--- src/rtl/echo_delay_ctrl.sv ---
// Single-tap feedback echo around an external dual-port delay-line RAM with 2-cycle read latency.
// Define ECHO_SATURATE_EN to clamp the dry+wet sum; otherwise the sum wraps to DATA_WIDTH bits.
module echo_delay_ctrl #(
  parameter int DATA_WIDTH = 31,
  parameter int ADDR_WIDTH = 15,
  parameter int SIZE       = 20000
) (
  input  logic                  CLK,
  input  logic                  RST_N,
  input  logic [DATA_WIDTH-1:0] SAMPLE_IN,
  input  logic                  IN_VALID,
  input  logic [ADDR_WIDTH-1:0] DELAY,
  input  logic [3:0]            FEEDBACK,
  output logic [DATA_WIDTH-1:0] SAMPLE_OUT,
  output logic                  OUT_VALID,
  output logic                  BUSY,
  output logic                  MEM_WE,
  output logic [ADDR_WIDTH-1:0] MEM_WADDR,
  output logic [ADDR_WIDTH-1:0] MEM_RADDR,
  output logic [DATA_WIDTH-1:0] MEM_DI,
  input  logic [DATA_WIDTH-1:0] MEM_DO
);
  localparam int AW1 = ADDR_WIDTH + 1;
  localparam int PW  = DATA_WIDTH + 5;
  localparam logic [AW1-1:0] SIZE_W = AW1'(SIZE);
  localparam logic [AW1-1:0] LAST_W = AW1'(SIZE - 1);

  typedef enum logic [2:0] {IDLE, RD, WAIT1, WAIT2, WR} state_t;
  state_t state_q, state_d;

  logic [DATA_WIDTH-1:0] sample_q, sample_out_q, mem_di_q;
  logic [3:0]            fb_q;
  logic [AW1-1:0]        d_q, wptr_q, fill_q;
  logic [ADDR_WIDTH-1:0] mem_waddr_q, mem_raddr_q;
  logic                  out_valid_q, mem_we_q;

  logic [AW1-1:0]               delay_w, d_eff, raddr_sum, raddr_d;
  logic signed [DATA_WIDTH-1:0] ds;
  logic signed [PW-1:0]         prod, wet, sum_full;
  logic signed [DATA_WIDTH:0]   sum;
  logic [DATA_WIDTH-1:0]        result;
  logic                         unused_bits;

  always_ff @(posedge CLK) begin
    if (!RST_N) state_q <= IDLE;
    else        state_q <= state_d;
  end

  always_comb begin
    state_d = state_q;
    BUSY    = (state_q != IDLE);
    case (state_q)
      IDLE:    if (IN_VALID) state_d = RD;
      RD:      state_d = WAIT1;
      WAIT1:   state_d = WAIT2;
      WAIT2:   state_d = WR;
      WR:      state_d = IDLE;
      default: state_d = IDLE;
    endcase
  end

  // Effective delay is kept in 1..SIZE-1 so the read tap never lands on the write slot.
  assign delay_w = {1'b0, DELAY};
  always_comb begin
    d_eff = delay_w;
    if (delay_w == '0)          d_eff = AW1'(1);
    else if (delay_w >= SIZE_W) d_eff = LAST_W;
  end

  assign raddr_sum = wptr_q + SIZE_W - d_eff;
  assign raddr_d   = (raddr_sum >= SIZE_W) ? raddr_sum - SIZE_W : raddr_sum;

  // Taps older than the number of samples written so far hold stale RAM contents.
  assign ds       = (fill_q < d_q) ? '0 : $signed(MEM_DO);
  assign prod     = PW'(ds) * PW'($signed({1'b0, fb_q}));
  assign wet      = prod >>> 4;
  assign sum_full = PW'($signed(sample_q)) + wet;
  assign sum      = sum_full[DATA_WIDTH:0];

  always_comb begin
    result = sum[DATA_WIDTH-1:0];
`ifdef ECHO_SATURATE_EN
    if (sum[DATA_WIDTH] != sum[DATA_WIDTH-1])
      result = sum[DATA_WIDTH] ? {1'b1, {(DATA_WIDTH-1){1'b0}}}
                               : {1'b0, {(DATA_WIDTH-1){1'b1}}};
`endif
  end

  assign unused_bits = ^{sum_full[PW-1:DATA_WIDTH+1], sum[DATA_WIDTH], raddr_d[AW1-1]};

  always_ff @(posedge CLK) begin
    if (!RST_N) begin
      sample_q     <= '0;
      fb_q         <= '0;
      d_q          <= '0;
      wptr_q       <= '0;
      fill_q       <= '0;
      sample_out_q <= '0;
      mem_di_q     <= '0;
      mem_waddr_q  <= '0;
      mem_raddr_q  <= '0;
      out_valid_q  <= 1'b0;
      mem_we_q     <= 1'b0;
    end else begin
      out_valid_q <= 1'b0;
      mem_we_q    <= 1'b0;
      if (state_q == IDLE && IN_VALID) begin
        sample_q    <= SAMPLE_IN;
        fb_q        <= FEEDBACK;
        d_q         <= d_eff;
        mem_raddr_q <= raddr_d[ADDR_WIDTH-1:0];
      end
      // Read data is valid during WAIT2; register the mix so it appears in WR.
      if (state_q == WAIT2) begin
        sample_out_q <= result;
        mem_di_q     <= result;
        mem_waddr_q  <= wptr_q[ADDR_WIDTH-1:0];
        out_valid_q  <= 1'b1;
        mem_we_q     <= 1'b1;
      end
      if (state_q == WR) begin
        wptr_q <= (wptr_q == LAST_W) ? '0 : wptr_q + AW1'(1);
        if (fill_q != SIZE_W) fill_q <= fill_q + AW1'(1);
      end
    end
  end

  assign SAMPLE_OUT = sample_out_q;
  assign OUT_VALID  = out_valid_q;
  assign MEM_WE     = mem_we_q;
  assign MEM_WADDR  = mem_waddr_q;
  assign MEM_RADDR  = mem_raddr_q;
  assign MEM_DI     = mem_di_q;

endmodule
--- config.mk ---
export PLATFORM = sky130hd
export DESIGN_NAME = echo_delay_ctrl
export DESIGN_NICKNAME = d
export VERILOG_FILES = /design/src/rtl/echo_delay_ctrl.sv
export SDC_FILE = /design/constraint.sdc
export NUM_CORES = 1
export LEC_CHECK = 0
export CORE_MARGIN = 1.5
export CORE_UTILIZATION = 55
export CTS_CLUSTER_SIZE = 20
export DETAILED_ROUTE_END_ITERATION = 16
export PLACE_DENSITY = 0.81
export REMOVE_ABC_BUFFERS = 1
export SETUP_SLACK_MARGIN = 0.3
export SYNTH_ARGS = -nofsm -noshare
export SYNTH_HDL_FRONTEND = slang
export SYNTH_SLANG_ARGS = --single-unit
--- constraint.sdc ---
create_clock -name CLK -period 9.7 [get_ports CLK]
set_input_delay 2.91 -clock CLK [delete_from_list [all_inputs] [get_ports CLK]]
set_output_delay 2.91 -clock CLK [all_outputs]
set_load 0.02 [all_outputs]
# Word level (Yosys, flattened, before mapping)
# Cells that the tools add are included.
[word_totals] regBits=148 latchBits=0 ram_bits=0 mem_bits_ro=0 in_bits=84 output_inout_bits=95 elab_cells=40 mem_count=0
[op_classes] addsub=6 n_mul=1 div=0 order_cmp=3 eq_ne=7 n_shift=0 mux=8 bitwise_logic=0 reduce_logical=5
[op_table] op="$mux W15" n=3
[op_table] op="$mul A31 B5 Y35" n=1
[op_table] op="$add A16 B1 Y16 const B" n=2
[op_table] op="$add A31 B31 Y31" n=1
[op_table] op="$mux W31" n=1
[op_table] op="$add A16 B15 Y16 const B" n=1
[op_table] op="$eq A16 B15 Y1 const B" n=1
[op_table] op="$ge A16 B15 Y1 const B" n=1
[op_table] op="$logic_not A16 Y1" n=1
[op_table] op="$lt A16 B16 Y1" n=1
[op_table] op="$mux W16" n=1
[op_table] op="$ne A16 B15 Y1 const B" n=1
[op_table] op="$sub A16 B15 Y16" n=1
[op_table] op="$ge A15 B15 Y1 const B" n=1
[op_table] op="$sub A15 B15 Y15 const B" n=1
[op_table] op="$pmux W3 S4" n=1
[op_table] op="$eq A3 B2 Y1 const B" n=2
[op_table] op="$eq A3 B1 Y1 const B" n=1
[op_table] op="$eq A3 B3 Y1 const B" n=1
[op_table] op="$logic_not A3 Y1" n=1
[op_table] op="$mux W3" n=1
[op_table] op="$reduce_bool A3 Y1" n=1
[op_table] op="$ne A2 B2 Y1 const B" n=1
[op_table] op="$reduce_and A2 Y1" n=1
[op_table] op="other kinds (2)" n=2

# Logic depth before layout (Yosys ltp)
[logic_depth] depth_word=6 ltp_mapped=37 mapped_depth_nobuf=36

# Worst setup path after synthesis
# Ideal clock, no wire load.
[synth_timing] path_kind="input-to-reg" from="in MEM_DO[3]" to="reg mem_di_q[30], in the netlist MEM_DI[30]" setup_time_ps=120 t_arrival_ps=8530 required_time_ps=9580 slack_ps=1051 path_stages=25 path_buffers=0 path_cell_list="and2_1 > ha_1 > fa_1 > inv_1 > fa_1 > inv_1 > ha_1 > a21o_1 > a21oi_1 > o21ai_0 > a21oi_4 > a31oi_4 > a2111oi_2 > nor2_1 > xnor2_1 > ha_1 > a21o_1 > or4b_1 > o31ai_4 > o21ba_1 > o2111ai_1 > a21oi_1 > xnor2_1 > a32o_1 > a211o_1"
[synth_via] elab_chain_len=3
[synth_rtl] item="from (decl)" line="21" source="input logic [DATA_WIDTH-1:0] MEM_DO"
[synth_rtl] item="$mux W31" line="74" source="assign ds = (fill_q < d_q) ? '0 : $signed(MEM_DO);"
[synth_rtl] item="$mul A31 B5 Y35" line="75" source="assign prod = PW'(ds) * PW'($signed({1'b0, fb_q}));"
[synth_rtl] item="$add A31 B31 Y31" line="77" source="assign sum_full = PW'($signed(sample_q)) + wet;"
[synth_rtl] item="to (signal assigned)" line="116" source="mem_di_q <= result;"
[synth_rtl] item="to (decl)" line="31" source="logic [DATA_WIDTH-1:0] sample_q, sample_out_q, mem_di_q;"
# Every way passes these cells.
# A chain may end at the register's enable or synchronous reset.

# Worst setup path after layout
# Ends and elaborated chain as after synthesis.

==> metrics <==
relative contribution of sequential cells to total power=40.3%; buffer levels on the longest clock path=2; run status=finished, final reports clean; count of hold buffers inserted by post-cts repair=0; DRT antenna net count=0; kind of start point of the critical path=input port; number of vias per cell=5.51; horizontal die dimension=158 um; placeable core region=0.0235 sq mm; area growth from synthesis to final layout=18.4%; Tcrit/Tclk final=94.0%; Clock Tree Root=clkbuf_16; Worst-path clk slew=0.06 ns; cell depth of the worst flop-to-flop path=35; global-route congestion overflow total=0; Num CTS Buffers=17; Slowest-stage cell, CP=fa_1; via count=11800; worst slew margin relative to its limit=29.7%; number of warning messages in the yosys log=0; critical path's top delay family=compound AO/OA/AOI/OAI gates; Port Buffer Count=178; Leak=7.03 nW; top cell type by total area after synthesis=dfxtp_1; path length in cells of the critical path=28; CP Class=input port to flip-flop; Die ar.=0.0249 sq mm; CTS sink cnt=147; portion of total power attributed to combinational logic=22.3%; maximum number of pins on one net before global-route repair=89; count of cell types in the netlist=83; post-route cell area=0.0156 sq mm; total count of max-transition violations in the final report=0; unrepaired setup endpoints after global routing=true; standard-cell rows=56; number of antenna repair diodes=0; element type at the critical path end=flip-flop; min setup slack post-route=0.583 ns; number of stages on the worst hold path=2; CP required=10.01 ns; switching power summed over all nets=0.487 mW; CP peak stage delay=0.54 ns; total cell area at the placement stage=0.0150 sq mm; async set or reset register ratio after synthesis=0%; first drt pass iteration count=5; Max Clock Freq=110 MHz; clock latency on the worst-skew pair=0.42 ns; Filler Cell Count=1990; proportion of netlist area held by the largest area contributor=22.4%; Avg WL per Cell=15.3 um; clock tree from TritonCTS=done; placer's final routability congestion estimate=0.935; total negative slack=0 ns; dominant synthesized flop cell=dfxtp_1; largest vdd supply drop=0.117 mV; most common library cell in the layout ignoring fill and taps=nand2_1; Total Routing Usage GR=26.7%; total detailed-routing wirelength=32700 um; Tightest Hold Check Type=flip-flop to flip-flop; gate count of the mapped netlist=1681; commonest cells after routing, fill and taps aside=nand2_1 (238), inv_1 (182), clkdlybuf4s50_1 (178); CP Buf/Inv Count=3; share of final-layout standard cells stronger than drive strength 1=4.13%; Critical Path Most Common Cell=ha_1; number of H-tree levels=4; Final Hold Vio Count=0; min cycle time layout=9.12 ns; Die Y-Extent=158 um; number of flops mapped to enable cells by yosys=0; CP Max Fanout=6; pre-CTS setup slack=0.0585 ns; layout net count=2097; starting density of the core=56.0%; sequential area share after synthesis=22.4%; share of total power in the clock network=37.4%; total power divided by cell area=104 mW/mm^2; antenna violations before repair=1; Tightest Pin Transition=1.05 ns; total standard cell area after synthesis=0.0132 sq mm; number of DRC violations after detailed routing=0; Yosys reg bits=147; hold_ws=0.454 ns; post-layout utilization of the core=66.3%; final setup vio count=0; I/O pin total=179; placed wire-length estimate after detailed placement=24800 um; via count of the first global-routing pass=11300; number of max-cap violations=0; arrival time of data at the critical path endpoint=9.42 ns; switching share of power=30.1%; Worst Clk Skew=0.0151 ns; Syn Area/Cell=7.83 sq um; Detailed Route Iter0 Violations=903; main area contributors after synthesis=dfxtp_1 (22%), ha_1 (14%), fa_1 (9.6%), nand2_1 (6.8%), a21oi_1 (5.7%); first-pass GRT wire length=53700 um; cell-internal power=1.13 mW
==> synthesized netlist by cell type (all sizes together) (6+ instances only) <==
master / number
nand4: 18
nand2: 239
a31oi: 6
ha: 147
xnor2: 57
nor4: 8
o211ai: 7
a21oi: 155
a211oi: 23
dfxtp: 147
o21a: 12
nand2b: 15
or3: 12
nor3: 24
a21o: 35
o21ai: 60
and2: 94
buf: 33
nor2: 107
xor2: 31
and3: 12
inv: 183
fa: 63
nand3: 37
or2: 7
nor2b: 16
clkbuf: 58
==> layout make-up <==
type | count | area [sq um] | share of cell area [%]
multi-input cells | 1260 | 9100 | 58.5
flip-flops and latches | 147 | 2940 | 18.9
repair buffers | 194 | 1900 | 12.2
inverters | 183 | 688 | 4.42
clock buffers | 23 | 478 | 3.07
well taps | 319 | 399 | 2.56
clock inverters | 8 | 55.1 | 0.354
==> routing by layer <==
metal  vias up  GRT usage (%)  part of all wire, %
li1       5835              -                    -
met1      5525           36.8                   47
met2       371           44.0                   46
met3        35           3.18                  5.6
met4         0           7.32                  1.5
met5         -              0                    0
==> stage by stage <==
stage	cells	power (mW)
after floorplan	1590	0.887
after global placement	2099	1.01
after detailed placement	2099	1.02
after CTS	2130	1.62
after global routing	2134	1.69
final	2134	1.62
==> kinds of logic after synthesis <==
group | after synthesis | synth area share (%)
flip-flops | 147 | 22.4
buffers and inverters | 274 | 8.79
multiplexers | 6 | 0.476
AO/OA/AOI/OAI | 346 | 16.7
XOR/XNOR | 88 | 5.86
adder cells (fa/ha/maj) | 210 | 23.6
AND/OR/NAND/NOR | 610 | 22.3
==> final timing paths <==
path              slack [ns]  startpoint    endpoint
setup / recovery        0.58   MEM_DO[3]  MEM_DI[30]
setup reg to reg        1.12      d_q[1]  MEM_DI[30]
hold / removal          0.45     fb_q[2]     fb_q[2]
hold reg to reg         0.45     fb_q[2]     fb_q[2]
==> tightest hold or removal path, stage by stage, from the launching register on <==
cell     delay (ns)
dfxtp_1        0.31
nand2_1        0.05
a21oi_1        0.05
==> sequential cells by signal (all words and copies together), names as in the netlist <==
register   cells
MEM_DI        31
MEM_RADDR     15
MEM_WADDR     15
MEM_WE         1
d_q           15
fb_q           4
fill_q        16
sample_q      31
state_q        3
wptr_q        16
==> timing repair <==
item                       CTS  global route
buffers inserted             0             4
resized for setup            0             7
setup endpoints to repair    0             4
==> power by group through the flow <==
stage	Sequential (mW)	Clock [mW]	Combinational, mW
after floorplan	0.675	0	0.212
after CTS	0.652	0.612	0.359
after detailed placement	0.665	0	0.357
after global routing	0.656	0.639	0.399
after global placement	0.664	0	0.350
final	0.652	0.606	0.361
No activity file was read; power rests on OpenSTA's default activity.
